==> src/rtl/pipe_hazard_ctrl.sv <==
// -----------------------------------------------------------------------------
// pipe_hazard_ctrl
//   Hazard and stall controller for a 5-stage MIPS pipeline. It looks at the
//   decoded control bits held in IF/ID, ID/EX and EX/MEM, and at the
//   data-memory handshake. From these it drives the per-stage pipeline
//   register write enables and the flush (bubble) controls.
//
//   It handles:
//     - load-use stalls (one bubble per dependent load),
//     - taken-branch and jump flushes,
//     - multi-cycle memory waits, with a timeout that halts the pipeline,
//     - saturating stall and flush event counters.
//
//   The pipeline controls are Mealy outputs (combinational from state and
//   inputs). The FSM state, wait counter, event counters and mem_err are
//   registered.
//
// Parameters
//   MEM_TIMEOUT  consecutive frozen cycles allowed before the fatal halt (>=2)
//   CNT_W        width of the saturating performance counters
//
// Ports
//   clk, rst           clock (rising edge), synchronous active-high reset
//   ifid_op/rs/rt      opcode and source fields of the instruction in IF/ID
//   idex_memread       MemRead bit of the ID/EX M bundle
//   idex_rt            destination rt of the load in ID/EX
//   id_jump            Jump decoded in ID
//   mem_branch_taken   Branch & Zero resolved in EX/MEM
//   mem_req            EX/MEM MemRead | MemWrite
//   mem_ready          data memory completes its access this cycle
//   *_we               pipeline register write enables (PC .. MEM/WB)
//   *_flush            squash controls for IF/ID, ID/EX and EX/MEM
//   stall_cnt          saturating count of stall cycles
//   flush_cnt          saturating count of flush events
//   mem_err            sticky memory-timeout flag
// -----------------------------------------------------------------------------
module pipe_hazard_ctrl #(
    parameter int MEM_TIMEOUT = 64,
    parameter int CNT_W       = 16
) (
    input  logic             clk,
    input  logic             rst,
    input  logic [5:0]       ifid_op,
    input  logic [4:0]       ifid_rs,
    input  logic [4:0]       ifid_rt,
    input  logic             idex_memread,
    input  logic [4:0]       idex_rt,
    input  logic             id_jump,
    input  logic             mem_branch_taken,
    input  logic             mem_req,
    input  logic             mem_ready,
    output logic             pc_we,
    output logic             ifid_we,
    output logic             idex_we,
    output logic             exmem_we,
    output logic             memwb_we,
    output logic             ifid_flush,
    output logic             idex_flush,
    output logic             exmem_flush,
    output logic [CNT_W-1:0] stall_cnt,
    output logic [CNT_W-1:0] flush_cnt,
    output logic             mem_err
);

    localparam int                WCNT_W    = $clog2(MEM_TIMEOUT + 1);
    localparam logic [WCNT_W-1:0] WCNT_LAST = WCNT_W'(MEM_TIMEOUT - 1);
    localparam logic [CNT_W-1:0]  CNT_MAX   = {CNT_W{1'b1}};

    localparam logic [5:0] OP_RTYPE = 6'b000000;
    localparam logic [5:0] OP_J     = 6'b000010;
    localparam logic [5:0] OP_BEQ   = 6'b000100;
    localparam logic [5:0] OP_SW    = 6'b101011;

    typedef enum logic [1:0] {
        ST_RUN  = 2'd0,
        ST_WAIT = 2'd1,
        ST_HALT = 2'd2
    } state_t;

    state_t             state_r;
    logic [WCNT_W-1:0]  wcnt_r;
    logic [CNT_W-1:0]   stall_cnt_r;
    logic [CNT_W-1:0]   flush_cnt_r;
    logic               mem_err_r;

    logic               rs_used_s;
    logic               rt_used_s;
    logic               load_use_s;
    logic               freeze_s;
    logic               halted_s;
    logic               stall_ev_s;
    logic               flush_ev_s;

    // Every opcode except J reads rs.
    function automatic logic rs_is_source(input logic [5:0] op);
        logic used;
        case (op)
            OP_J:    used = 1'b0;
            default: used = 1'b1;
        endcase
        return used;
    endfunction

    // Only R-type, sw and beq read rt; for other I-types rt is a destination.
    function automatic logic rt_is_source(input logic [5:0] op);
        logic used;
        case (op)
            OP_RTYPE: used = 1'b1;
            OP_SW:    used = 1'b1;
            OP_BEQ:   used = 1'b1;
            default:  used = 1'b0;
        endcase
        return used;
    endfunction

    // Hazard detection: operand decode, load-use match and memory freeze.
    always_comb begin
        rs_used_s  = rs_is_source(ifid_op);
        rt_used_s  = rt_is_source(ifid_op);
        // $0 is hard-wired, so a load targeting it can never feed a consumer.
        load_use_s = idex_memread && (idex_rt != 5'd0) &&
                     ((rs_used_s && (ifid_rs == idex_rt)) ||
                      (rt_used_s && (ifid_rt == idex_rt)));
        freeze_s   = mem_req && !mem_ready;
        // Any encoding other than RUN/WAIT is treated as a halt so that a
        // corrupted state register freezes the pipeline instead of running on.
        halted_s   = (state_r != ST_RUN) && (state_r != ST_WAIT);
    end

    // Prioritised pipeline control; the first matching condition wins.
    always_comb begin
        pc_we       = 1'b1;
        ifid_we     = 1'b1;
        idex_we     = 1'b1;
        exmem_we    = 1'b1;
        memwb_we    = 1'b1;
        ifid_flush  = 1'b0;
        idex_flush  = 1'b0;
        exmem_flush = 1'b0;
        stall_ev_s  = 1'b0;
        flush_ev_s  = 1'b0;
        if (rst) begin
            pc_we       = 1'b0;
            ifid_we     = 1'b0;
            idex_we     = 1'b0;
            exmem_we    = 1'b0;
            memwb_we    = 1'b0;
            ifid_flush  = 1'b1;
            idex_flush  = 1'b1;
            exmem_flush = 1'b1;
        end else if (halted_s) begin
            pc_we    = 1'b0;
            ifid_we  = 1'b0;
            idex_we  = 1'b0;
            exmem_we = 1'b0;
            memwb_we = 1'b0;
        end else if (freeze_s) begin
            // Whole pipeline holds. Branch, jump and load-use are evaluated
            // again on the first cycle after the memory completes.
            pc_we      = 1'b0;
            ifid_we    = 1'b0;
            idex_we    = 1'b0;
            exmem_we   = 1'b0;
            memwb_we   = 1'b0;
            stall_ev_s = 1'b1;
        end else if (mem_branch_taken) begin
            // Squash the three wrong-path instructions in IF/ID, ID/EX and EX.
            ifid_flush  = 1'b1;
            idex_flush  = 1'b1;
            exmem_flush = 1'b1;
            flush_ev_s  = 1'b1;
        end else if (id_jump) begin
            ifid_flush = 1'b1;
            flush_ev_s = 1'b1;
        end else if (load_use_s) begin
            // Hold PC and IF/ID, and inject a single bubble behind the load.
            pc_we      = 1'b0;
            ifid_we    = 1'b0;
            idex_flush = 1'b1;
            stall_ev_s = 1'b1;
        end else begin
            pc_we       = 1'b1;
            ifid_we     = 1'b1;
            idex_we     = 1'b1;
            exmem_we    = 1'b1;
            memwb_we    = 1'b1;
            ifid_flush  = 1'b0;
            idex_flush  = 1'b0;
            exmem_flush = 1'b0;
        end
    end

    // Memory-wait FSM with timeout. The counter holds the number of frozen
    // cycles already seen, so a freeze while it equals MEM_TIMEOUT-1 is the
    // MEM_TIMEOUT-th frozen cycle and triggers the halt.
    always_ff @(posedge clk) begin
        if (rst) begin
            state_r   <= ST_RUN;
            wcnt_r    <= '0;
            mem_err_r <= 1'b0;
        end else begin
            case (state_r)
                ST_RUN: begin
                    if (freeze_s) begin
                        state_r <= ST_WAIT;
                        wcnt_r  <= WCNT_W'(1);
                    end
                end
                ST_WAIT: begin
                    if (freeze_s) begin
                        if (wcnt_r == WCNT_LAST) begin
                            state_r   <= ST_HALT;
                            mem_err_r <= 1'b1;
                        end else begin
                            wcnt_r <= wcnt_r + WCNT_W'(1);
                        end
                    end else begin
                        state_r <= ST_RUN;
                        wcnt_r  <= '0;
                    end
                end
                ST_HALT: begin
                    state_r <= ST_HALT;
                end
                default: begin
                    state_r   <= ST_HALT;
                    mem_err_r <= 1'b1;
                end
            endcase
        end
    end

    // Saturating stall and flush event counters.
    always_ff @(posedge clk) begin
        if (rst) begin
            stall_cnt_r <= '0;
            flush_cnt_r <= '0;
        end else begin
            if (stall_ev_s && (stall_cnt_r != CNT_MAX)) begin
                stall_cnt_r <= stall_cnt_r + CNT_W'(1);
            end
            if (flush_ev_s && (flush_cnt_r != CNT_MAX)) begin
                flush_cnt_r <= flush_cnt_r + CNT_W'(1);
            end
        end
    end

    assign stall_cnt = stall_cnt_r;
    assign flush_cnt = flush_cnt_r;
    assign mem_err   = mem_err_r;

endmodule
==> config.mk <==
export PLATFORM = sky130hd
export DESIGN_NAME = pipe_hazard_ctrl
export DESIGN_NICKNAME = d
export VERILOG_FILES = /design/src/rtl/pipe_hazard_ctrl.sv
export SDC_FILE = /design/constraint.sdc
export NUM_CORES = 1
export LEC_CHECK = 0
export CORE_MARGIN = 1.5
export CORE_UTILIZATION = 57
export CTS_CLUSTER_DIAMETER = 50
export CTS_CLUSTER_SIZE = 40
export DETAILED_ROUTE_END_ITERATION = 7
export DONT_BUFFER_PORTS = 1
export PLACE_DENSITY = 0.76
export SLEW_MARGIN = 20
export SYNTH_ARGS = -nofsm -noshare
export SYNTH_HDL_FRONTEND = slang
export SYNTH_SLANG_ARGS = --single-unit
==> constraint.sdc <==
create_clock -name clk -period 2 [get_ports clk]
set_input_delay 0.3 -clock clk [delete_from_list [all_inputs] [get_ports clk]]
set_output_delay 0.3 -clock clk [all_outputs]
set_load 0.1 [all_outputs]
Word level (Yosys, flattened, before mapping). Index checks and enable logic that the tools add are counted.

Flip-flop bits (word level): 42. Input port bits: 28. Word-level logic and storage cells: 87.

Multiplexer cells: 42. Reduce and logical (&&, ||, !) cells: 20. Equal/unequal tests: 16. Add/subtract/negate cells: 3. Bitwise gates (word level): 1.

Operator list (count): two-way mux 1 bit (33); adder 16 x 1 -> 16 bit (second input constant) (2); != test 16 bit (second input constant) (2); two-way mux 7 bit (3); one-hot mux 7 bit (2 select lines) (1); equality test 5 bit (2); logical AND 1 bit (8); adder 7 x 1 -> 7 bit (second input constant) (1); equality test 7 x 6 -> 1 bit (second input constant) (1); equality test 6 x 2 -> 1 bit (second input constant) (1); equality test 6 x 3 -> 1 bit (second input constant) (1); equality test 6 bit (second input constant) (1); logical NOT 6 bit (1); two-way mux 2 bit (3); != test 2 bit (second input constant) (3); != test 3 bit (second input constant) (2); AND reduction 3 bit (2); nonzero test 5 bit (1); one-hot mux 2 bit (2 select lines) (1); nonzero test 2 bit (2); OR reduction 3 bit (1); equality test 2 x 1 -> 1 bit (second input constant) (1); equality test 2 bit (second input constant) (1); logical NOT 2 bit (1); 7 further kinds (7).

Longest topological paths before layout. Gate-level depths: netlist of the first run.

Depth in word-level cells: 13. Gate-level depth with buffers: 9. Gate-level depth less buffers: 7.

Least setup slack after synthesis of the first run. No wires, ideal clock.

Path kind: input port to output port. Start point: input mem_ready. End point: output pc_we. Setup slack: -3.362 ns. Cell stages on the path: 5. Arrival time: 5.062 ns. Required time: 1.700 ns. Path buffers: 2. Path through: and2b_1 > clkbuf_1 > nor2_1 > a21boi_0 > buf_4.

Longest elaborated chain between the ends: 5.

Ends and longest elaborated chain: start, declared (line 51) `input logic mem_ready,`; logical NOT 1 bit (line 124) `freeze_s = mem_req && !mem_ready;`; logical AND 1 bit (line 124); two-way mux 1 bit (3 in a row); end, declared (line 52) `output logic pc_we,`.

No other way between the ends.

Worst setup path after layout of the first run.
Start point: input ifid_op[5]. End point: output pc_we.

Longest elaborated chain between the ends: 12. Elaborated cells between the ends (all ways): 17. Classes of those cells: 3 x eq/ne; 8 x mux; 6 x reduce/logical.

Ends and longest elaborated chain: start, declared (line 43) `input logic [5:0] ifid_op,`; equality test 6 x 3 -> 1 bit (tied with other cells) (line 107) `case (op)`; OR reduction 3 bit (no line); two-way mux 1 bit (line 107); logical AND 1 bit (line 123) `(rt_used_s && (ifid_rt == idex_rt)));`; logical OR 1 bit * (line 122) `((rs_used_s && (ifid_rs == idex_rt)) ||`; logical AND 1 bit * (line 121) `load_use_s = idex_memread && (idex_rt != 5'd0) &&`; two-way mux 1 bit * (6 in a row).

Every way passes the cells marked *; elsewhere a longest branch is shown, timed or not.

==> flow_metrics.py, run 1 <==
metrics = {
    "yosys": {
        "yosysTopAreaCell": "dfxtp_1",
        "ys_ff_latch": 42,
        "syn_area_um2": 2340,
        "syn_inst": 283,
        "synth.area.top_cells": "dfxtp_1 36%, xnor2_1 6.4%, nor2_1 4.5%",
        "yosysWarnings": 0,
        "synth_cell_type_count": 51,
        "synth-main-ff-cell": "dfxtp_1",
        "synth_edf_count": 0,
        "synth-seq-area-share_pct": 35.9,
        "async_flop_share_pct": 0,
        "syn_nets": 314,
        "avgSynthCellArea_um2": 8.28,
        "yosys.area.top_type_share_pct": 35.9,
    },
    "floorplanning": {
        "fp.dieW_um": 67.1,
        "core_area_um2": 3970,
        "start_util_pct": 59.0,
        "top_level_ports": 69,
        "die_area_um2": 4510,
        "std_cell_rows": 23,
        "die_y_um": 67.1,
    },
    "power_and_ir_drop": {
        "power.leakage_nw": 1.14,
        "power.density_nw_per_um2": 531,
        "ir_drop_uv": 360,
    },
    "worst_setup_path": {
        "cp_max_fo": 2,
        "crit_required_ns": 1.70,
        "reg2regPathDepth": 7,
        "crit_path_frequent_cell": "or3_4",
        "critPathSlowestCell": "or3_4",
        "startpoint_type": "input pin",
        "worstPathArrival_ns": 1.71,
        "cpPeakStageDelay_ns": 0.38,
        "end_kind": "output port",
        "cp_cell_sequence": "or3_4 -> or3_4 -> a31o_4 -> a21boi_4 -> buf_12",
        "crit_type": "in2out",
    },
    "layout": {
        "insertedDiodeCount": 0,
        "area_delta_synth_final_pct": 37.0,
        "post-route-cell-area_um2": 3210,
        "drive_gt1_share_pct": 39.5,
        "finalNetCount": 364,
        "fill_cells": 250,
    },
    "global_routing": {
        "antenna_found_initial": 0,
        "grt-ovfl-total": 0,
        "grt_pass1_vias": 2121,
        "grt_pass1_wl_um": 9050,
        "grt_max_degree": 32,
        "gr-usage-all-layers_pct": 25.9,
    },
    "clocking": {
        "clk_pin_slew_worst_paths_ns": 0.08,
        "cts_root_buffer": "clkbuf_8",
        "cts_hold_buf": 0,
        "htreeDepth": 2,
        "clk_path_buf_depth": 2,
        "numCtsBuffers": 5,
        "clkLatencyLatePin_ns": 0.29,
        "clock-sinks": 42,
        "cts_tree": "built",
    },
    "hold_path": {
        "hold_class": "in2reg",
        "min_path_cells": 1,
    },
    "outcome": {
        "status": "finished with violations",
        "violations": "negative setup slack",
    },
    "route": {
        "drt_pass1_iterations": 4,
        "drc": 0,
        "dr_total_vias": 2385,
        "route.detailed.wl_per_inst_um": 15.8,
        "first_iter_violations": 155,
        "viasPerCell": 6.21,
        "routed_wl_um": 6090,
        "antenna_left": 0,
    },
    "timing": {
        "slew_viol_final": 0,
        "fin_setup_tns_ns": -0.0189,
        "hold_viol": 0,
        "grt_setup_unrepaired": "yes",
        "final.hold.worst_slack_ns": 0.0614,
        "min_period_ns": 2.01,
        "tightest_slew_ns": 0.413,
        "fin_ws_ns": -0.00684,
        "final.setup_skew_ns": 0.00307,
        "fin_crit_sh_pct": 100,
        "setup_viol": 4,
        "relSlewSlack_pct": 72.3,
        "max_freq_mhz": 498,
    },
    "placed_design": {
        "globalplace.congestion": 0.819,
        "dp.final_hpwl_um": 4080,
        "place_area_um2": 2960,
        "port_buffers": 0,
    },
    "run": {
        "max-cap-violations": 0,
    },
}
==> what timing repair did <==
item,4_1_cts,5_1_grt
setup buffers,0,1
pin swaps,1,3
gates cloned,0,2
gates resized for setup,2,19
setup endpoints to repair,5,22
==> final timing paths <==
check	startpoint	end	slack, ns
hold / removal	rst	stall_cnt[3]$_SDFFE_PP0P_	0.06
setup / recovery	ifid_op[5]	pc_we	-0.007
hold reg to reg	mem_err$_SDFFE_PP0P_	mem_err$_SDFFE_PP0P_	0.48
setup reg to reg	stall_cnt[1]$_SDFFE_PP0P_	stall_cnt[14]$_SDFFE_PP0P_	0
==> synth_stat cells, types with 8 or more instances <==
cell      instances
a21oi_1          13
clkbuf_1          9
dfxtp_1          42
inv_1            10
nand2_1          16
nand3_1          18
nor2_1           28
nor3_1           12
o21ai_0           9
o31ai_1          10
or3_1            10
or4_1             8
xnor2_1          17
xor2_1            9
==> layout by cell type (no fill, tap or decap), types with 8 or more instances in the layout <==
cell,synthesis,layout
xor2_1,9,9
dfxtp_1,42,10
o21ai_0,9,8
a21oi_1,13,11
dfxtp_2,0,11
xnor2_1,17,17
o31ai_1,10,9
nor2_1,28,26
inv_1,10,9
nor3_1,12,10
dfxtp_4,0,21
nand3_1,18,16
nand2_1,16,13
buf_4,4,50
==> critical path: cells and delay by family <==
family	cells	cell delay, ns
compound gates	2	0.40
buf+inv	1	0.26
simple gates	2	0.75
==> power by group <==
| group | internal [mW] | total [mW] | switching, mW |
|---|---|---|---|
| clock | 0.246 | 0.534 | 0.288 |
| sequential | 0.823 | 0.834 | 0.0113 |
| combinational | 0.108 | 0.336 | 0.228 |
==> metrics by stage <==
stage          worst slack [ns]  power, mW  instances  utilization (%)
3_3_place_gp             -0.222       1.16        373             74.6
3_5_place_dp             -0.284       1.17        373             74.6
2_1_floorplan            -0.527       1.12        283                -
5_1_grt                 -0.0403       1.77        384             80.8
4_1_cts                 -0.0223       1.69        381             77.1
6_report               -0.00684       1.70        384             80.8
==> per-layer routing <==
metal	global-route usage, %	up-vias	wire, um
li1	-	1130	-
met1	30.5	1126	2390
met2	45.9	111	3090
met3	6.42	18	488
met4	7.65	0	115
met5	0	-	0
==> area by class of cell <==
cell class | count | area, um^2 | share of cell area (%)
multi-input cells | 216 | 1560 | 48.7
repair buffers | 58 | 528 | 16.4
clock buffers | 6 | 72.6 | 2.26
well taps | 50 | 62.6 | 1.95
inverters | 10 | 37.5 | 1.17
flip-flops and latches | 42 | 933 | 29.1
clock inverters | 2 | 13.8 | 0.429
==> flip-flops by register name, indices dropped and copies added, names as in the netlist <==
register and flops:
flush_cnt 16, stall_cnt 16, wcnt_r 7, state_r 2, mem_err 1
==> logic make-up after synthesis <==
logic type / after synthesis / synth area share [%]
adders and majority gates: 3 / 1.60
and+or+nand+nor: 129 / 30.5
muxes: 2 / 0.908
buffers and inverters: 25 / 5.02
AOI/OAI and AO/OA: 56 / 16.4
xor gates and xnor gates: 26 / 9.72
DFF: 42 / 35.9
(Power assumes the default switching activity.)
==> inputs of run 2 (changes only) <==
REMOVE_ABC_BUFFERS = 1   (was not set)
==> flow_metrics.py, run 2 (synthesized netlist as in run 1, its figures left out) <==
metrics = {
    "global_routing": {
        "grt_pass1_vias": 2245,
        "antenna_found_initial": 0,
        "grt-ovfl-total": 0,
        "gr-usage-all-layers_pct": 28.3,
        "grt_pass1_wl_um": 9670,
        "grt_max_degree": 32,
    },
    "run": {
        "max-cap-violations": 0,
    },
    "power_and_ir_drop": {
        "power.internal_mw": 1.49,
        "power.density_nw_per_um2": 627,
        "pwr-share-seq_pct": 42.1,
        "p_sw_mw": 0.548,
        "power.leakage_nw": 1.20,
        "sw_frac_of_total_pct": 26.9,
        "pwr-share-clk_pct": 40.9,
        "p_comb_share_pct": 17.0,
        "ir_drop_uv": 367,
        "p_total_mw": 2.04,
    },
    "worst_setup_path": {
        "critPathSlowestCell": "or3_4",
        "end_kind": "output port",
        "reg2reg_from": "stall_cnt[1]$_SDFFE_PP0P_",
        "crit_required_ns": 1.70,
        "startpoint": "ifid_op[0]",
        "cpPeakStageDelay_ns": 0.38,
        "cp_cell_sequence": "or3_4 -> or3_4 -> a31o_4 -> a21boi_4 -> buf_12",
        "cp_max_fo": 2,
        "reg2reg_setup_slack_ns": -0.02,
        "startpoint_type": "input pin",
        "crit_path_frequent_cell": "or3_4",
        "crit_type": "in2out",
        "worstPathArrival_ns": 1.72,
    },
    "layout": {
        "drive_gt1_share_pct": 33.2,
        "multiInputGateArea_um2": 1550,
        "fin_util_pct": 81.8,
        "insertedDiodeCount": 0,
        "area_delta_synth_final_pct": 38.6,
        "fill_cells": 225,
        "finalNetCount": 376,
        "final-seq-area_um2": 852,
        "final_cell_mix": "59 x buf_4, 37 x dfxtp_1, 27 x nor2_1",
        "stdcell_count": 396,
        "layout_commonest_cell": "buf_4",
        "post-route-cell-area_um2": 3250,
    },
    "clocking": {
        "htreeDepth": 2,
        "cts_hold_buf": 0,
        "clkLatencyLatePin_ns": 0.30,
        "clk_pin_slew_worst_paths_ns": 0.09,
        "cts_root_buffer": "clkbuf_8",
        "clk_path_buf_depth": 2,
        "clock-sinks": 42,
        "numCtsBuffers": 5,
        "cts_tree": "built",
    },
    "hold_path": {
        "hp-start": "rst",
        "hold_class": "in2reg",
    },
    "route": {
        "routed_wl_um": 6780,
        "drt_pass1_iterations": 4,
        "antenna_left": 0,
        "route.detailed.wl_per_inst_um": 17.1,
        "drc": 0,
        "viasPerCell": 6.11,
        "first_iter_violations": 173,
        "dr_total_vias": 2421,
    },
    "placed_design": {
        "globalplace.congestion": 0.795,
        "dp.final_hpwl_um": 4380,
        "post-place-cells": 383,
        "dpl_worst_slack_ns": -0.290,
        "port_buffers": 0,
        "place_area_um2": 2900,
    },
    "timing": {
        "setup_viol": 6,
        "fin_crit_sh_pct": 101,
        "slew_viol_final": 0,
        "grt_setup_unrepaired": "yes",
        "relSlewSlack_pct": 71.4,
        "max_freq_mhz": 495,
        "final.setup_skew_ns": 0.00828,
        "min_period_ns": 2.02,
        "tightest_slew_ns": 0.426,
        "final.hold.worst_slack_ns": 0.0587,
        "fin_ws_ns": -0.0193,
        "fin_setup_tns_ns": -0.0747,
        "hold_viol": 0,
    },
    "outcome": {
        "status": "finished with violations",
        "violations": "negative setup slack",
    },
    "floorplanning": {
        "die_area_um2": 4510,
        "fp.dieW_um": 67.1,
        "die_y_um": 67.1,
        "top_level_ports": 69,
        "core_area_um2": 3970,
        "start_util_pct": 59.0,
        "std_cell_rows": 23,
    },
}
==> run 2: changes by cell type in the layout (fill, tap and decap cells not counted), sizes merged <==
cell	previous run	this run
buf	56	70
bufinv	0	2
clkbuf	8	6
clkinv	2	0
==> run 2: final timing paths <==
kind	cells after the start	to
min	1	flush_cnt[7]$_SDFFE_PP0P_
max	5	pc_we
min reg2reg	1	wcnt_r[6]$_SDFFE_PP0P_
max reg2reg	7	stall_cnt[12]$_SDFFE_PP0P_
==> run 2: layer usage <==
metal  wire (um)  vias up  track usage (%)  part of all wire [%]
met4         136        0             11.2                   2.0
met5           0        -                0                     0
met3         468       14             8.45                   6.9
li1            -     1156                -                     -
met2        3590      111             51.9                    53
met1        2580     1140             30.0                    38
==> run 2: layout make-up <==
class                   instances  share of cell area, %
multi-input cells             216                   47.8
clock inverters                 2                   1.85
inverters                      10                   1.16
well taps                      50                   1.93
clock buffers                   6                   2.54
flip-flops and latches         42                   26.2
repair buffers                 70                   18.5
==> run 2: what timing repair did <==
item                       CTS  global route
pin swaps                    6            10
buffers inserted             1             4
setup endpoints to repair   14            22
resized for setup           15            26
==> run 2: worst max-delay path, delay by kind of cell <==
kind	cells	cell delay (ns)
AO/OA/AOI/OAI	2	0.45
AND/OR/NAND/NOR	2	0.75
buffers and inverters	1	0.21
==> run 2: power by group through the flow <==
stage / combinational (mW) / clock [mW] / sequential (mW)
after floorplan: 0.166 / 0 / 0.933
after detailed placement: 0.321 / 0 / 0.874
after global routing: 0.363 / 0.872 / 0.859
after global placement: 0.315 / 0 / 0.873
final: 0.347 / 0.832 / 0.858
after CTS: 0.328 / 0.831 / 0.856
==> inputs of run 3 (changes only) <==
CORE_UTILIZATION = 66   (was 57)
PLACE_DENSITY = 0.83   (was 0.76)
clock period = 2.45 ns   (was 2 ns; I/O delays follow)
==> flow_metrics.py, run 3 (synthesized netlist as in run 1, its figures left out) <==
metrics = {
    "timing": {
        "final.hold.worst_slack_ns": 0.0570,
        "slew_viol_final": 0,
        "min_period_ns": 2.28,
        "fin_setup_tns_ns": 0,
        "grt_setup_unrepaired": "no",
        "final.setup_skew_ns": 0.00959,
        "setup_viol": 0,
        "relSlewSlack_pct": 67.4,
        "fin_ws_ns": 0.169,
        "max_freq_mhz": 438,
        "hold_viol": 0,
        "tightest_slew_ns": 0.488,
        "fin_crit_sh_pct": 93.1,
    },
    "global_routing": {
        "grt-ovfl-total": 0,
        "grt_pass1_vias": 2203,
        "gr-usage-all-layers_pct": 30.3,
        "grt_max_degree": 32,
        "antenna_found_initial": 0,
        "grt_pass1_wl_um": 9760,
    },
    "layout": {
        "insertedDiodeCount": 0,
        "multiInputGateArea_um2": 1420,
        "finalNetCount": 354,
        "area_delta_synth_final_pct": 22.1,
        "fin_util_pct": 85.0,
        "final_cell_mix": "43 x buf_4, 42 x dfxtp_1, 27 x nor2_1",
        "layout_commonest_cell": "buf_4",
        "drive_gt1_share_pct": 21.0,
        "fill_cells": 205,
        "final-seq-area_um2": 841,
    },
    "placed_design": {
        "port_buffers": 0,
        "dp.final_hpwl_um": 4270,
        "globalplace.congestion": 0.830,
        "dpl_worst_slack_ns": 0.122,
    },
    "outcome": {
        "status": "finished clean",
    },
    "clocking": {
        "htreeDepth": 2,
        "cts_hold_buf": 0,
        "cts_tree": "built",
        "clk_pin_slew_worst_paths_ns": 0.13,
        "clkLatencyLatePin_ns": 0.36,
        "numCtsBuffers": 5,
        "cts_root_buffer": "clkbuf_4",
        "clock-sinks": 42,
        "clk_path_buf_depth": 2,
    },
    "route": {
        "dr_total_vias": 2307,
        "drt_pass1_iterations": 5,
        "antenna_left": 0,
        "drc": 0,
        "routed_wl_um": 5730,
        "route.detailed.wl_per_inst_um": 15.5,
        "first_iter_violations": 208,
        "viasPerCell": 6.24,
    },
    "floorplanning": {
        "top_level_ports": 69,
        "fp.dieW_um": 62.6,
        "die_y_um": 62.6,
        "std_cell_rows": 21,
        "die_area_um2": 3920,
        "start_util_pct": 69.7,
        "core_area_um2": 3360,
    },
    "worst_setup_path": {
        "startpoint_type": "flip-flop",
        "cp_max_fo": 4,
        "crit_required_ns": 2.72,
        "crit_type": "reg2reg",
        "reg2regPathDepth": 6,
        "end_kind": "flip-flop",
        "worstPathArrival_ns": 2.55,
    },
    "power_and_ir_drop": {
        "p_total_mw": 1.41,
        "power.density_nw_per_um2": 491,
        "power.leakage_nw": 1.04,
        "ir_drop_uv": 349,
    },
    "hold_path": {
        "hold_class": "in2reg",
        "min_path_cells": 1,
    },
    "run": {
        "max-cap-violations": 0,
    },
}
## run 3: per-layer routing
layer,GRT usage (%),share of wire [%]
met5,0,0
met4,5.28,0.73
met1,36.3,40
met2,54.4,52
met3,8.47,7.3
## run 3: what timing repair did
action	CTS	global route
setup endpoints to repair	0	1
resized for setup	0	1
buffers inserted	0	0
## run 3: final cells by class
| type | count | area share [%] |
|---|---|---|
| Clock buffer | 5 | 1.31 |
| Clock inverter | 3 | 1.40 |
| Inverter | 10 | 1.31 |
| Multi-Input combinational cell | 216 | 49.8 |
| Sequential cell | 42 | 29.4 |
| Tap cell | 46 | 2.01 |
| Timing Repair Buffer | 48 | 14.8 |
## run 3: worst paths after layout
check | start | end | slack [ns]
max reg2reg | stall_cnt[1]$_SDFFE_PP0P_ | stall_cnt[14]$_SDFFE_PP0P_ | 0.17
max | stall_cnt[1]$_SDFFE_PP0P_ | stall_cnt[14]$_SDFFE_PP0P_ | 0.17
min reg2reg | wcnt_r[6]$_SDFFE_PP0P_ | wcnt_r[6]$_SDFFE_PP0P_ | 0.49
min | rst | flush_cnt[11]$_SDFFE_PP0P_ | 0.06
## run 3: metrics by stage
| stage | std cells | instance area [um^2] |
|---|---|---|
| global placement | 362 | 2780 |
| detailed placement | 362 | 2780 |
| floorplan | 268 | 2260 |
| finish | 370 | 2860 |
| global route | 370 | 2860 |
| CTS | 370 | 2850 |
## run 3: critical path: stages, from the launching register on
cell,delay [ns]
dfxtp_1,0.38
ha_1,0.21
nand3_1,0.11
or3_1,0.43
or3_1,0.44
nor4_2,0.28
mux2_2,0.35
## run 3: where the power goes
| part | internal, mW | switching, mW | total, mW |
|---|---|---|---|
| Clock | 0.211 | 0.236 | 0.447 |
| Sequential | 0.692 | 0.00859 | 0.700 |
| Combinational | 0.0743 | 0.184 | 0.258 |
| Total | 0.977 | 0.428 | 1.41 |
